File: config.mk
export PLATFORM = sky130hd
export DESIGN_NAME = up2_uart_rx
export DESIGN_NICKNAME = d
export VERILOG_FILES = /design/src/rtl/up2_pkg.sv /design/src/rtl/up2_sync.sv /design/src/rtl/up2_uart_rx.sv
export SDC_FILE = /design/constraint.sdc
export NUM_CORES = 1
export LEC_CHECK = 0
export CORE_AREA = 2 2 59 61
export CTS_CLUSTER_DIAMETER = 100
export CTS_CLUSTER_SIZE = 10
export DETAILED_ROUTE_END_ITERATION = 10
export DIE_AREA = 0 0 61 63
export DONT_BUFFER_PORTS = 1
export PLACE_DENSITY = 0.71
export SYNTH_ARGS = -nofsm -noshare
export SYNTH_HDL_FRONTEND = slang
export SYNTH_SLANG_ARGS = --single-unit
File: constraint.sdc
create_clock -name clk -period 2 [get_ports clk]
set_clock_uncertainty 0.1 [all_clocks]
set_input_delay 0.4 -clock clk [delete_from_list [all_inputs] [get_ports clk]]
set_output_delay 0.4 -clock clk [all_outputs]
set_load 0.01 [all_outputs]
File: src/rtl/up2_pkg.sv
// Shared types and constants for the up2 board UART receive path.
package up2_pkg;

  localparam int UART_DATA_BITS = 8;

  typedef enum logic [2:0] {
    IDLE,
    START,
    DATA,
    STOP,
    BREAK
  } uart_rx_state_t;

endpackage

File: src/rtl/up2_sync.sv
// N-flop synchroniser for an asynchronous level input; flops reset to 1 (line idle).
module up2_sync #(
  parameter int N = 2
) (
  input  logic clk,
  input  logic rst,
  input  logic d,
  output logic q
);

  logic [N-1:0] ff;

  // NOTE: sequential state uses non-blocking assignments so every flop samples the pre-edge value.
  always_ff @(posedge clk) begin
    if (rst) ff <= '1;
    else     ff <= {ff[N-2:0], d};
  end

  assign q = ff[N-1];

endmodule

File: src/rtl/up2_uart_rx.sv
// 8N1 UART receiver: mid-bit sampling, valid/ready byte output, framing/overrun pulses.
module up2_uart_rx
  import up2_pkg::*;
#(
  parameter int CLKS_PER_BIT = 104,
  parameter int SYNC_STAGES  = 2
) (
  input  logic       clk,
  input  logic       rst,
  input  logic       rx,
  output logic [7:0] data,
  output logic       valid,
  input  logic       ready,
  output logic       frame_err,
  output logic       overrun
);

  localparam int TW = $clog2(CLKS_PER_BIT);
  localparam int BW = $clog2(UART_DATA_BITS);
  localparam logic [TW-1:0] HALF     = TW'(CLKS_PER_BIT / 2 - 1);
  localparam logic [TW-1:0] LAST     = TW'(CLKS_PER_BIT - 1);
  localparam logic [BW-1:0] LAST_BIT = BW'(UART_DATA_BITS - 1);

  logic                      rx_s;
  uart_rx_state_t            state;
  logic [TW-1:0]             timer;
  logic [BW-1:0]             bit_idx;
  logic [UART_DATA_BITS-1:0] shift;

  up2_sync #(.N(SYNC_STAGES)) u_sync (
    .clk (clk),
    .rst (rst),
    .d   (rx),
    .q   (rx_s)
  );

  always_ff @(posedge clk) begin
    if (rst) begin
      // NOTE: the shift register is plain flops, not a memory, so it is reset along with everything else.
      state     <= IDLE;
      timer     <= '0;
      bit_idx   <= '0;
      shift     <= '0;
      data      <= '0;
      valid     <= 1'b0;
      frame_err <= 1'b0;
      overrun   <= 1'b0;
    end else begin
      frame_err <= 1'b0;
      overrun   <= 1'b0;
      // NOTE: a commit later in this block overrides this clear; the last non-blocking assignment wins.
      if (valid && ready) valid <= 1'b0;

      case (state)
        IDLE: begin
          if (!rx_s) begin
            timer <= '0;
            state <= START;
          end
        end
        START: begin
          if (timer == HALF) begin
            timer   <= '0;
            bit_idx <= '0;
            state   <= rx_s ? IDLE : DATA;
          end else begin
            timer <= timer + 1'b1;
          end
        end
        DATA: begin
          if (timer == LAST) begin
            timer <= '0;
            shift <= {rx_s, shift[UART_DATA_BITS-1:1]};
            if (bit_idx == LAST_BIT) state   <= STOP;
            else                     bit_idx <= bit_idx + 1'b1;
          end else begin
            timer <= timer + 1'b1;
          end
        end
        STOP: begin
          if (timer == LAST) begin
            timer <= '0;
            if (rx_s) begin
              // Leaving mid stop bit lets the next start edge be caught back-to-back.
              state <= IDLE;
              if (!valid || ready) begin
                data  <= shift;
                valid <= 1'b1;
              end else begin
                overrun <= 1'b1;
              end
            end else begin
              frame_err <= 1'b1;
              state     <= BREAK;
            end
          end else begin
            timer <= timer + 1'b1;
          end
        end
        BREAK: begin
          if (rx_s) state <= IDLE;
        end
        default: state <= IDLE;
      endcase
    end
  end

endmodule

==> results of run 1 <==
-- metal layers --
layer	vias up	GRT usage	wire [µm]
li1	642	-	-
met1	631	0.1946	1345
met2	25	0.2984	1641
met3	3	0.05590	126
met4	0	0.06522	28
met5	-	0	0
-- critical path, cell delays in order (launching register included) --
cell and delay [ns]:
sky130_fd_sc_hd__dfxtp_1 0.46, sky130_fd_sc_hd__nor3b_1 0.66, sky130_fd_sc_hd__nor2_1 0.13, sky130_fd_sc_hd__a31o_2 0.32, sky130_fd_sc_hd__a21oi_1 0.12
-- Yosys cell counts, drive strengths merged --
| master | number | share of area |
|---|---|---|
| a2111oi | 1 | 0.0098 |
| a211o | 1 | 0.0057 |
| a21boi | 1 | 0.0049 |
| a21oi | 21 | 0.068 |
| a311oi | 1 | 0.0057 |
| a31o | 2 | 0.011 |
| a32oi | 1 | 0.0057 |
| and3 | 1 | 0.0073 |
| and3b | 3 | 0.017 |
| buf | 6 | 0.024 |
| clkbuf | 5 | 0.012 |
| dfxtp | 34 | 0.44 |
| ha | 3 | 0.024 |
| inv | 2 | 0.0049 |
| mux2i | 3 | 0.020 |
| nand2 | 14 | 0.034 |
| nand2b | 6 | 0.024 |
| nand3 | 13 | 0.042 |
| nand3b | 2 | 0.0098 |
| nand4 | 3 | 0.012 |
| nor2 | 10 | 0.024 |
| nor2b | 1 | 0.0041 |
| nor3 | 4 | 0.013 |
| nor3b | 3 | 0.018 |
| nor4b | 4 | 0.027 |
| o21ai | 20 | 0.065 |
| o21bai | 1 | 0.0049 |
| o31ai | 1 | 0.0081 |
| o32ai | 1 | 0.0057 |
| or2 | 3 | 0.012 |
| or3 | 2 | 0.0081 |
| xnor2 | 4 | 0.023 |
-- power breakdown --
group          switching, W  internal (W)  leakage (nW)
registers        0.00000717      0.000682         0.275
logic             0.0000327     0.0000222         0.214
clock network      0.000227      0.000169        0.0343
total              0.000267      0.000873         0.523
-- how the worst max path moves through the flow --
stage,startpoint,to,cells past startpoint
floorplan,timer[0]$_SDFFE_PP0P_,state[0]$_SDFFE_PP0P_,7
global placement,timer[0]$_SDFFE_PP0P_,bit_idx[0]$_SDFFE_PP0P_,5
detailed placement,timer[0]$_SDFFE_PP0P_,bit_idx[1]$_SDFFE_PP0P_,5
CTS,timer[0]$_SDFFE_PP0P_,bit_idx[1]$_SDFFE_PP0P_,5
global route,state[0]$_SDFFE_PP0P_,timer[1]$_SDFFE_PP0P_,4
finish,state[0]$_SDFFE_PP0P_,timer[1]$_SDFFE_PP0P_,4
-- what timing repair did --
item / 4_1_cts / 5_1_grt
resized for setup: 0 / 1
setup endpoints to repair: 0 / 1
hold buffers: 0 / 2
endpoints found under the hold margin: 0 / 18
-- sequential cells by signal, indices dropped and copies added (netlist names) --
signal,flops
data,8
shift,8
timer,7
bit_idx,3
state,3
u_sync.ff,2
overrun,1
frame_err,1
valid,1
-- layout make-up --
| type | instances | share of cell area |
|---|---|---|
| Multi-Input combinational cell | 130 | 0.4784 |
| Tap cell | 46 | 0.03433 |
| Sequential cell | 34 | 0.4060 |
| Clock buffer | 6 | 0.03060 |
| Clock inverter | 2 | 0.007463 |
| Timing Repair Buffer | 8 | 0.03881 |
| Inverter | 2 | 0.004478 |
-- metrics by stage --
step | total power, W | cell area [µm²] | instances | hold slack [ns]
after CTS | 0.001149 | 1648 | 226 | 0.008414
after floorplan | 0.0007441 | 1538 | 177 | 0.2895
after global routing | 0.001195 | 1677 | 228 | 0.0005429
final | 0.001140 | 1677 | 228 | 0.02653
after global placement | 0.0007472 | 1584 | 218 | 0.2948
after detailed placement | 0.0007497 | 1584 | 218 | 0.2932
-- kinds of logic (layout without fill, tap and decap cells) --
logic type      count (synthesis)  in the layout  share of synthesized area
flops                          34             34                     0.4426
mux                             3              3                    0.01953
compound gates                 51             51                     0.1953
buf+inv                        13             18                    0.04150
fa+ha+maj                       3              3                    0.02441
xor+xnor                        4              4                    0.02278
simple gates                   69             69                     0.2539
==> implementation parameters, run 1 <==
Parameter                              Value

Clock network
  Root cell of the clock tree ... sky130_fd_sc_hd__clkbuf_4
  CTS HTree Levels ... 2
  Clock Path Buffers ... 2
  CTS buffer count ... 5
  Post-CTS clock slew at the launch and capture registers of the worst setup and hold paths ... approximately 0.10 ns
  Clock latency at the later pin of the worst-skew pair ... roughly 0.33 ns
  Setup Buffers After CTS ... 0
  Clock tree from TritonCTS ... done
  TritonCTS sink count ... 34

Critical path
  Reg-to-reg endpoint ... timer[1]$_SDFFE_PP0P_
  Category of the most critical setup path ... reg2reg
  Crit Path Max Fanout ... 15
  Arrival time worst endpoint ... 2.03 ns
  Required time worst endpoint ... roughly 2.2 ns
  Depth of the worst register-to-register path ... 4
  Reg2Reg Setup Slack ... ~0.15 ns
  R2r startpoint ... state[0]$_SDFFE_PP0P_
  Critical path capture point type ... register
  Kind of start point of the critical path ... register

Drt
  Remaining design rule violation count ... 0
  Via count ... about 1300
  Detailed-route vias per instance ... around 5.7
  Drt first pass iters ... 4
  Final antenna-violating net count ... 0
  Routed length per placed instance ... 13.78 µm
  Number of DRC markers after the initial detailed-route iteration ... roughly 110
  Total wirelength of the detailed-routed design ... between 3000 and 4000 µm

Synth
  Count of unique library cells instantiated by Yosys ... 37
  Yosys warning count ... 0
  Flip-flop and latch count after synthesis ... 34
  Sequential share of the synthesized area ... 0.4426
  Total nets after synthesis ... 184
  Avg Inst Size Synth ... roughly 8.7 µm²
  Synthesized area ... between 1500 and 2000 µm²
  Count of mapped cells out of synthesis ... 177

STA
  Maximum clock rate ... ~540 MHz
  Slew margin rel. ... 0.5289
  Setup WS post-layout ... roughly 0.15 ns
  Time the final worst path needs with I/O delays and setup ... 1.854 ns
  Transition at the pin with the smallest max-transition slack ... 0.7052 ns
  Final hold violation count ... 0
  Post-route fraction of the period consumed by the critical path ... 0.9269
  Setup_tns ... 0 ns
  Setup repair after global routing missed its margin ... no
  Number of max-slew violations in the final report ... 0
  Finish-stage setup viols ... 0

Layout
  Antenna cells ... 0
  Most frequent cells in the layout ... 34 x sky130_fd_sc_hd__dfxtp_1, 21 x sky130_fd_sc_hd__a21oi_1, 20 x sky130_fd_sc_hd__o21ai_0
  Footprint of the multi-input gates ... about 800 µm²
  Reg area ... 680.7 µm²
  Utilization of the core after routing ... 0.5188
  Fraction of final layout cells with drive strength greater than 1 ... 0.1319
  Net total in the final layout ... 188
  Fill cell total of the finished layout ... 321
  Layout-stage area growth over the synthesis result ... 9.032%
  Most frequent standard cell in the layout excluding fill and tap cells ... sky130_fd_sc_hd__dfxtp_1

Global route
  Number of global-route vias before repair ... approximately 1200
  Leftover overflow at the end of global routing ... 0
  Global-route wire length before repair ... around 5000 µm
  Pin count of the biggest net entering global routing ... 31
  GRT Util Overall ... 0.1743
  Antenna violations before repair ... 0

Place
  HPWL after DPL ... roughly 2100 µm
  Global placement routability congestion ... 0.7974
  Number of buffer cells added on primary ports ... 0
  Worst Setup Slack post-DPL ... 0.1783 ns

Pwr
  VDD IR-drop max ... ~0.41 mV
  Leak Pwr ... around 0.52 nW
  Power Density ... 680.2 nW/µm²

Flow run
  Number of max-cap violations ... 0

Hold path
  Worst hold path class ... in2reg
  HP Start ... rst
  Number of cells traversed by the worst hold path ... 1
  Min-Delay Endpoint ... shift[2]$_SDFFE_PP0P_

Outcome
  Status ... completed

Floorplanning
  Die outline width ... between 60 and 70 µm
  Starting density of the core ... 0.4758
  Number of primary I/O pins ... 15
  DIE AREA ... approximately 3800 µm²
  Floorplan core area ... approximately 3200 µm²
  Row Count ... 21
  Overall die height ... 63 µm
Power figures use the tool's default switching activity.
==> run 2: changes to the inputs <==
--- a/config.mk
+++ b/config.mk
@@ -5,11 +5,12 @@
 export SDC_FILE = /design/constraint.sdc
 export NUM_CORES = 1
 export LEC_CHECK = 0
-export CORE_AREA = 2 2 59 61
+export ABC_AREA = 1
+export CORE_AREA = 2 2 43 85
 export CTS_CLUSTER_DIAMETER = 100
 export CTS_CLUSTER_SIZE = 10
 export DETAILED_ROUTE_END_ITERATION = 10
-export DIE_AREA = 0 0 61 63
+export DIE_AREA = 0 0 45 87
 export DONT_BUFFER_PORTS = 1
 export PLACE_DENSITY = 0.71
 export SYNTH_ARGS = -nofsm -noshare
==> run 2 against run 1 <==
- utilization is 0.81 points higher
- area after synthesis is 3.3% higher
- sequential share of layout area is 1.5 points lower
- design area is 3.8% higher
- hold slack better by 0.031 ns
- worst setup slack better by 0.20 ns
- final cell count is 14% higher
- clock power is 92% higher
- critical path depth is 4 higher
- via count is 1.0% lower
- first-iteration DRC count is 78% lower
==> implementation parameters, run 2 <==
Parameter                              Value

Global route
  Pin count of the biggest net entering global routing ... 21 (was 31)
  GRT Util Overall ... 0.1738 (was 0.1743)
  Leftover overflow at the end of global routing ... 0 (unchanged)
  Antenna violations before repair ... 0 (unchanged)
  Number of global-route vias before repair ... 1225 (was 1201)
  Global-route wire length before repair ... 5126 µm (was 5085 µm)

Critical path
  Depth of the worst register-to-register path ... 8 (was 4)
  R2r startpoint ... timer[0]$_SDFFE_PP0P_ (was state[0]$_SDFFE_PP0P_)
  Crit Path Max Fanout ... 6 (was 15)
  Reg2Reg Setup Slack ... 0.35 ns (was 0.15 ns)
  Required time worst endpoint ... 2.08 ns (was 2.17 ns)
  Category of the most critical setup path ... reg2reg (unchanged)
  Kind of start point of the critical path ... register (unchanged)
  Critical path capture point type ... register (unchanged)
  Arrival time worst endpoint ... 1.73 ns (was 2.03 ns)
  Reg-to-reg endpoint ... timer[0]$_SDFFE_PP0P_ (was timer[1]$_SDFFE_PP0P_)

STA
  Slew margin rel. ... 0.6049 (was 0.5289)
  Setup_tns ... 0 ns (unchanged)
  Setup repair after global routing missed its margin ... no (unchanged)
  Finish-stage setup viols ... 0 (unchanged)
  Setup WS post-layout ... 0.3477 ns (was 0.1462 ns)
  Final hold violation count ... 0 (unchanged)
  Transition at the pin with the smallest max-transition slack ... 0.5920 ns (was 0.7052 ns)
  Number of max-slew violations in the final report ... 0 (unchanged)
  Maximum clock rate ... 605.2 MHz (was 539.4 MHz)
  Time the final worst path needs with I/O delays and setup ... 1.652 ns (was 1.854 ns)
  Post-route fraction of the period consumed by the critical path ... 0.8262 (was 0.9269)

Clock network
  TritonCTS sink count ... 34 (unchanged)
  # resized after CTS ... 0 (unchanged)
  Number of buffers inserted for hold repair after clock tree synthesis ... 0 (unchanged)
  Setup Buffers After CTS ... 0 (unchanged)
  Clock latency at the later pin of the worst-skew pair ... 0.30 ns (was 0.33 ns)
  Post-CTS clock slew at the launch and capture registers of the worst setup and hold paths ... 0.08 ns (was 0.10 ns)
  Clock tree from TritonCTS ... done (unchanged)
  CTS HTree Levels ... 2 (unchanged)
  Clock Path Buffers ... 2 (unchanged)
  Root cell of the clock tree ... sky130_fd_sc_hd__clkbuf_8 (was sky130_fd_sc_hd__clkbuf_4)
  CTS buffer count ... 5 (unchanged)

Flow run
  Number of max-cap violations ... 0 (unchanged)

Drt
  Via count ... 1288 (was 1301)
  Drt first pass iters ... 4 (unchanged)
  Final antenna-violating net count ... 0 (unchanged)
  Detailed-route vias per instance ... 4.973 (was 5.706)
  Routed length per placed instance ... 10.90 µm (was 13.78 µm)
  Total wirelength of the detailed-routed design ... 2823 µm (was 3142 µm)
  Remaining design rule violation count ... 0 (unchanged)
  Number of DRC markers after the initial detailed-route iteration ... 25 (was 113)

Synth
  Most area-consuming cells after synthesis ... sky130_fd_sc_hd__dfxtp_1 43%, sky130_fd_sc_hd__nor2_1 13%, sky130_fd_sc_hd__nand2_1 9.9% (was sky130_fd_sc_hd__dfxtp_1 44%, sky130_fd_sc_hd__a21oi_1 6.8%, sky130_fd_sc_hd__o21ai_0 6.5%)
  Async S/R FF share, synth ... 0 (unchanged)
  Synth top area share ... 0.4283 (was 0.4426)
  Avg Inst Size Synth ... 7.126 µm² (was 8.688 µm²)
  Largest area contributor in the synthesized netlist ... sky130_fd_sc_hd__dfxtp_1 (unchanged)
  Count of unique library cells instantiated by Yosys ... 27 (was 37)
  Count of mapped cells out of synthesis ... 223 (was 177)
  Synthesized area ... 1589 µm² (was 1538 µm²)
  Sequential share of the synthesized area ... 0.4283 (was 0.4426)
  Yosys warning count ... 0 (unchanged)
  Post-synth EDFFs ... 0 (unchanged)
  Total nets after synthesis ... 230 (was 184)
  Most frequent cells after synthesis ... 54 x sky130_fd_sc_hd__nor2_1, 42 x sky130_fd_sc_hd__nand2_1, 34 x sky130_fd_sc_hd__dfxtp_1, 25 x sky130_fd_sc_hd__inv_1, 12 x sky130_fd_sc_hd__o21ai_0 (was 34 x sky130_fd_sc_hd__dfxtp_1, 21 x sky130_fd_sc_hd__a21oi_1, 20 x sky130_fd_sc_hd__o21ai_0, 14 x sky130_fd_sc_hd__nand2_1, 13 x sky130_fd_sc_hd__nand3_1)
  Dominant register cell in the synthesized netlist ... sky130_fd_sc_hd__dfxtp_1 (unchanged)
  Flip-flop and latch count after synthesis ... 34 (unchanged)
  Cell with the most instances after synthesis ... sky130_fd_sc_hd__nor2_1 (was sky130_fd_sc_hd__dfxtp_1)

Layout
  Most frequent standard cell in the layout excluding fill and tap cells ... sky130_fd_sc_hd__nor2_1 (was sky130_fd_sc_hd__dfxtp_1)
  Utilization of the core after routing ... 0.5269 (was 0.5188)
  Layout-stage area growth over the synthesis result ... 9.528% (was 9.032%)
  Net total in the final layout ... 233 (was 188)
  Fraction of final layout cells with drive strength greater than 1 ... 0.1189 (was 0.1319)
  Total non-filler cell area in the finished layout ... 1740 µm² (was 1677 µm²)
  Antenna cells ... 0 (unchanged)
  Largest registers ranked by flip-flop count ... data x8, shift x8, timer x7 (unchanged)
  Most frequent cells in the layout ... 54 x sky130_fd_sc_hd__nor2_1, 42 x sky130_fd_sc_hd__nand2_1, 34 x sky130_fd_sc_hd__dfxtp_1 (was 34 x sky130_fd_sc_hd__dfxtp_1, 21 x sky130_fd_sc_hd__a21oi_1, 20 x sky130_fd_sc_hd__o21ai_0)

Floorplanning
  Starting density of the core ... 0.4811 (was 0.4758)
  Row Count ... 30 (was 21)
  Overall die height ... 87 µm (was 63 µm)
  Floorplan core area ... 3303 µm² (was 3232 µm²)
  Number of primary I/O pins ... 15 (unchanged)
  Die outline width ... 45 µm (was 61 µm)
  DIE AREA ... 3915 µm² (was 3843 µm²)

Hold path
  Worst hold path class ... in2reg (unchanged)
  Number of cells traversed by the worst hold path ... 1 (unchanged)
  HP Start ... rst (unchanged)
  Min-Delay Endpoint ... valid$_SDFF_PP0_ (was shift[2]$_SDFFE_PP0P_)

Pwr
  Power Density ... 1186 nW/µm² (was 680.2 nW/µm²)
  Switching Power ... 0.0006783 W (was 0.0002672 W)
  Combinational fraction of design power ... 0.256 (was 0.048)
  Clock share of power ... 0.369 (was 0.347)
  VDD IR-drop max ... 0.9603 mV (was 0.4143 mV)
  Switching power share of the total ... 0.3285 (was 0.2343)
  Leak Pwr ... 0.8004 nW (was 0.5231 nW)
  Proportion of power drawn by flip-flops and latches ... 0.375 (was 0.604)
  Internal cell power ... 0.001386 W (was 0.0008733 W)

Place
  Worst Setup Slack post-DPL ... 0.3393 ns (was 0.1783 ns)
  Placement Cell Area ... 1603 µm² (was 1584 µm²)
  HPWL after DPL ... 2059 µm (was 2124 µm)
  Global placement routability congestion ... 0.8202 (was 0.7974)
  Number of buffer cells added on primary ports ... 0 (unchanged)

Outcome
  Status ... completed (unchanged)
run 2: changes by cell type in the layout (fill, tap and decap cells not counted), moves of 7 or more:
cell | before | now
sky130_fd_sc_hd__nor2_1 | 10 | 54
sky130_fd_sc_hd__nand2_1 | 14 | 42
sky130_fd_sc_hd__inv_1 | 2 | 25
sky130_fd_sc_hd__a21oi_1 | 21 | 11
sky130_fd_sc_hd__o21ai_0 | 20 | 12
sky130_fd_sc_hd__nand3_1 | 13 | 6
run 2: per-stage QoR:
| stage | hold slack (ns) | instances | power, W |
|---|---|---|---|
| 5_1_grt | 0.03986 | 259 | 0.002202 |
| 3_3_place_gp | 0.2970 | 251 | 0.001300 |
| 4_1_cts | 0.05095 | 259 | 0.002082 |
| 3_5_place_dp | 0.3018 | 251 | 0.001320 |
| 6_report | 0.05729 | 259 | 0.002064 |
| 2_1_floorplan | 0.2895 | 223 | 0.001215 |
run 2: area by class of cell:
type / instances / area, µm²
clock buffer: 5 / 68.82
clock inverter: 3 / 68.82
inverter: 28 / 105.1
fill: 329 / 1563
multi-input combinational: 157 / 777.0
tap: 32 / 40.04
sequential: 34 / 680.7
run 2: power by group through the flow:
stage	registers, W	clock network (W)	logic, W
3_5_place_dp	0.000788	0	0.000533
2_1_floorplan	0.000775	0	0.000440
6_report	0.000774	0.000761	0.000529
3_3_place_gp	0.000786	0	0.000514
5_1_grt	0.000779	0.000810	0.000613
4_1_cts	0.000772	0.000776	0.000534
run 2: kinds of logic (layout without fill, tap and decap cells):
| kind of cell | Yosys count | after routing | share of synthesized area |
|---|---|---|---|
| AO/OA/AOI/OAI | 26 | 26 | 0.09292 |
| adder cells (fa/ha/maj) | 3 | 3 | 0.02362 |
| buffers and inverters | 32 | 36 | 0.08268 |
| flip-flops | 34 | 34 | 0.4283 |
| AND/OR/NAND/NOR | 128 | 128 | 0.3724 |
run 2: worst max-delay path by stage:
stage	startpoint	to	slack, ns	cells past startpoint
global placement	timer[0]$_SDFFE_PP0P_	timer[6]$_SDFFE_PP0P_	0.38	8
detailed placement	timer[0]$_SDFFE_PP0P_	timer[0]$_SDFFE_PP0P_	0.34	8
floorplan	timer[0]$_SDFFE_PP0P_	data[1]$_SDFFE_PP0P_	0.51	9
finish	timer[0]$_SDFFE_PP0P_	timer[0]$_SDFFE_PP0P_	0.35	8
global route	timer[0]$_SDFFE_PP0P_	timer[4]$_SDFFE_PP0P_	0.15	8
CTS	timer[0]$_SDFFE_PP0P_	timer[0]$_SDFFE_PP0P_	0.33	8
run 2: metal layers:
| layer | part of all wire | vias to the layer above | global-route usage |
|---|---|---|---|
| li1 | - | 700 | - |
| met1 | 0.49 | 562 | 0.2153 |
| met2 | 0.45 | 19 | 0.2610 |
| met3 | 0.036 | 7 | 0.05187 |
| met4 | 0.028 | 0 | 0.09626 |
| met5 | 0 | - | 0 |
run 2: critical path, cell delays in order, from the launching register on:
cell and delay, ns:
sky130_fd_sc_hd__dfxtp_1 0.37, sky130_fd_sc_hd__ha_1 0.22, sky130_fd_sc_hd__nand2_2 0.10, sky130_fd_sc_hd__nor2_4 0.12
sky130_fd_sc_hd__nand2_2 0.11, sky130_fd_sc_hd__nand2_1 0.12, sky130_fd_sc_hd__nand2_1 0.11, sky130_fd_sc_hd__o21ai_2 0.23
sky130_fd_sc_hd__a21oi_1 0.07
==> run 3: changes to the inputs <==
--- a/config.mk
+++ b/config.mk
@@ -12,7 +12,7 @@
 export DETAILED_ROUTE_END_ITERATION = 10
 export DIE_AREA = 0 0 45 87
 export DONT_BUFFER_PORTS = 1
-export PLACE_DENSITY = 0.71
+export PLACE_DENSITY = 0.74
 export SYNTH_ARGS = -nofsm -noshare
 export SYNTH_HDL_FRONTEND = slang
 export SYNTH_SLANG_ARGS = --single-unit
==> constraint.sdc (replaced) <==
create_clock -name clk -period 1.4 [get_ports clk]
set_clock_uncertainty 0.1 [all_clocks]
set_input_delay 0.28 -clock clk [delete_from_list [all_inputs] [get_ports clk]]
set_output_delay 0.28 -clock clk [all_outputs]
set_load 0.01 [all_outputs]
==> run 3 against run 2 <==
- the run now ends with setup timing left
- largest power group is now combinational logic
- clock-buffer cell count unchanged
- non-clock buffer count increased by 29
- global-route usage increased by 2.4 points
- clock power increased by 19%
- critical path type unchanged
- register-to-register slack got worse by 0.43 ns
- sequential share of layout area decreased by 7.2 points
- first-iteration DRC count decreased by 16%
- sequential power increased by 43%
==> implementation parameters, run 3 (synthesis gave the netlist of run 2 again) <==
Parameter                              Value

Critical path
  R2r startpoint ... timer[1]$_SDFFE_PP0P_ (was timer[0]$_SDFFE_PP0P_)
  Reg2Reg Setup Slack ... -0.08 ns (was 0.35 ns)
  Launch point of the worst path ... timer[1]$_SDFFE_PP0P_ (was timer[0]$_SDFFE_PP0P_)
  Category of the most critical setup path ... reg2reg (unchanged)
  Kind of start point of the critical path ... register (unchanged)
  Required time worst endpoint ... 1.46 ns (was 2.08 ns)
  Arrival time worst endpoint ... 1.54 ns (was 1.73 ns)
  Critical path capture point type ... register (unchanged)
  Crit Path Max Fanout ... 5 (was 6)
  Depth of the worst register-to-register path ... 9 (was 8)
  Reg-to-reg endpoint ... bit_idx[0]$_SDFFE_PP0P_ (was timer[0]$_SDFFE_PP0P_)

Global route
  Antenna violations before repair ... 0 (unchanged)
  Global-route wire length before repair ... 5871 µm (was 5126 µm)
  Leftover overflow at the end of global routing ... 0 (unchanged)
  GRT Util Overall ... 0.1975 (was 0.1738)
  Number of global-route vias before repair ... 1367 (was 1225)
  Pin count of the biggest net entering global routing ... 15 (was 21)

Layout
  Most frequent cells in the layout ... 47 x sky130_fd_sc_hd__nor2_1, 29 x sky130_fd_sc_hd__nand2_1, 29 x sky130_fd_sc_hd__dfxtp_1 (was 54 x sky130_fd_sc_hd__nor2_1, 42 x sky130_fd_sc_hd__nand2_1, 34 x sky130_fd_sc_hd__dfxtp_1)
  Net total in the final layout ... 263 (was 233)
  Fraction of final layout cells with drive strength greater than 1 ... 0.3619 (was 0.1189)
  Antenna cells ... 0 (unchanged)
  Largest registers ranked by flip-flop count ... data x8, shift x8, timer x7 (unchanged)
  Layout-stage area growth over the synthesis result ... 35.43% (was 9.528%)
  Most frequent standard cell in the layout excluding fill and tap cells ... sky130_fd_sc_hd__nor2_1 (unchanged)

Clock network
  Clock Path Buffers ... 2 (unchanged)
  CTS HTree Levels ... 2 (unchanged)
  Clock latency at the later pin of the worst-skew pair ... 0.29 ns (was 0.30 ns)
  Post-CTS clock slew at the launch and capture registers of the worst setup and hold paths ... 0.07 ns (was 0.08 ns)
  CTS buffer count ... 5 (unchanged)
  Root cell of the clock tree ... sky130_fd_sc_hd__clkbuf_8 (unchanged)
  TritonCTS sink count ... 34 (unchanged)
  Clock tree from TritonCTS ... done (unchanged)

Hold path
  Worst hold path class ... in2reg (unchanged)
  Min-Delay Endpoint ... timer[2]$_SDFFE_PP0P_ (was valid$_SDFF_PP0_)
  Number of cells traversed by the worst hold path ... 3 (was 1)
  HP Start ... rst (unchanged)

Pwr
  Proportion of power drawn by flip-flops and latches ... 0.331 (was 0.375)
  Switching Power ... 0.001226 W (was 0.0006783 W)
  Power Density ... 1553 nW/µm² (was 1186 nW/µm²)
  Internal cell power ... 0.002117 W (was 0.001386 W)
  Switching power share of the total ... 0.3667 (was 0.3285)
  Combinational fraction of design power ... 0.397 (was 0.256)
  Clock share of power ... 0.272 (was 0.369)
  Leak Pwr ... 0.9445 nW (was 0.8004 nW)
  VDD IR-drop max ... 1.567 mV (was 0.9603 mV)

Drt
  Routed length per placed instance ... 12.87 µm (was 10.90 µm)
  Number of DRC markers after the initial detailed-route iteration ... 21 (was 25)
  Drt first pass iters ... 4 (unchanged)
  Detailed-route vias per instance ... 5.180 (was 4.973)
  Final antenna-violating net count ... 0 (unchanged)
  Remaining design rule violation count ... 0 (unchanged)
  Total wirelength of the detailed-routed design ... 3719 µm (was 2823 µm)
  Via count ... 1497 (was 1288)

Outcome
  Failing checks ... setup timing
  Status ... complete, but fails checks (was completed)

STA
  Post-route fraction of the period consumed by the critical path ... 1.058 (was 0.8262)
  Time the final worst path needs with I/O delays and setup ... 1.481 ns (was 1.652 ns)
  Finish-stage setup viols ... 25 (was 0)
  Setup repair after global routing missed its margin ... yes (was no)
  Worst hold-check slack ... 0.05162 ns (was 0.05729 ns)
  Slew margin rel. ... 0.7111 (was 0.6049)
  Setup WS post-layout ... -0.08129 ns (was 0.3477 ns)
  Final hold violation count ... 0 (unchanged)
  Number of max-slew violations in the final report ... 0 (unchanged)
  Transition at the pin with the smallest max-transition slack ... 0.4328 ns (was 0.5920 ns)
  Maximum clock rate ... 675.1 MHz (was 605.2 MHz)

Floorplanning
  Starting density of the core ... 0.4811 (unchanged)
  Number of primary I/O pins ... 15 (unchanged)
  Overall die height ... 87 µm (unchanged)
  Floorplan core area ... 3303 µm² (unchanged)
  DIE AREA ... 3915 µm² (unchanged)
  Row Count ... 30 (unchanged)
  Die outline width ... 45 µm (unchanged)

Place
  Worst Setup Slack post-DPL ... -0.1001 ns (was 0.3393 ns)
  Number of buffer cells added on primary ports ... 0 (unchanged)
  HPWL after DPL ... 2246 µm (was 2059 µm)
  Global placement routability congestion ... 0.8753 (was 0.8202)

Flow run
  Number of max-cap violations ... 0 (unchanged)
==> run 3: how the worst max path moves through the flow <==
| stage | endpoint | slack [ns] | cells past startpoint |
|---|---|---|---|
| global route | bit_idx[0]$_SDFFE_PP0P_ | -0.15 | 9 |
| finish | bit_idx[0]$_SDFFE_PP0P_ | -0.08 | 9 |
| CTS | shift[7]$_SDFFE_PP0P_ | -0.06 | 8 |
| global placement | bit_idx[1]$_SDFFE_PP0P_ | -0.05 | 7 |
| detailed placement | bit_idx[2]$_SDFFE_PP0P_ | -0.10 | 7 |
| floorplan | bit_idx[0]$_SDFFE_PP0P_ | 0.01 | 7 |
==> run 3: cell type report <==
cell class	count	area, µm²
Clock buffer	5	68.82
Clock inverter	3	45.04
Fill cell	275	1151
Inverter	28	107.6
Multi-Input combinational cell	158	959.7
Sequential cell	34	686.9
Tap cell	32	40.04
Timing Repair Buffer	29	244.0
==> run 3: power groups by stage <==
stage / clock [W] / combinational, W / sequential [W]
finish: 0.000909 / 0.00133 / 0.00111
floorplan: 0 / 0.000633 / 0.00112
CTS: 0.000917 / 0.00119 / 0.00109
global placement: 0 / 0.000988 / 0.00111
global route: 0.000962 / 0.00144 / 0.00111
detailed placement: 0 / 0.00100 / 0.00111
==> run 3: repair_timing <==
item                       4_1_cts  5_1_grt
pin swaps                       12       18
setup endpoints to repair       22       30
buffers inserted                 4        2
cloned                           1        0
resized for setup               27       31
hold endpoints to repair         9        8
hold buffers                     2        1
==> run 3: critical path, stage by stage (launching register included) <==
cell and delay, ns:
sky130_fd_sc_hd__dfxtp_2 0.36, sky130_fd_sc_hd__ha_4 0.17, sky130_fd_sc_hd__inv_2 0.04, sky130_fd_sc_hd__nor2_2 0.12, sky130_fd_sc_hd__nand3_2 0.10, sky130_fd_sc_hd__nand2_4 0.11
sky130_fd_sc_hd__buf_6 0.13, sky130_fd_sc_hd__nand3_4 0.10, sky130_fd_sc_hd__nand2_2 0.08, sky130_fd_sc_hd__a21oi_2 0.05
==> run 3: layer usage <==
metal | global-route usage | vias to the layer above | share of wire
met4 | 0.08556 | 0 | 0.019
li1 | - | 767 | -
met5 | 0 | - | 0
met1 | 0.2503 | 695 | 0.41
met2 | 0.3104 | 28 | 0.54
met3 | 0.04564 | 7 | 0.030
==> run 3: through the flow <==
step / cells / area, µm² / power [W] / TNS, ns / util
3_5_place_dp: 271 / 1773 / 0.002111 / -0.6944 / 0.5367
5_1_grt: 289 / 2152 / 0.003512 / -3.070 / 0.6515
2_1_floorplan: 223 / 1609 / 0.001751 / 0 / -
3_3_place_gp: 271 / 1773 / 0.002098 / -0.2055 / 0.5367
6_report: 289 / 2152 / 0.003343 / -0.8837 / 0.6515
4_1_cts: 286 / 2049 / 0.003201 / -0.8280 / 0.6205
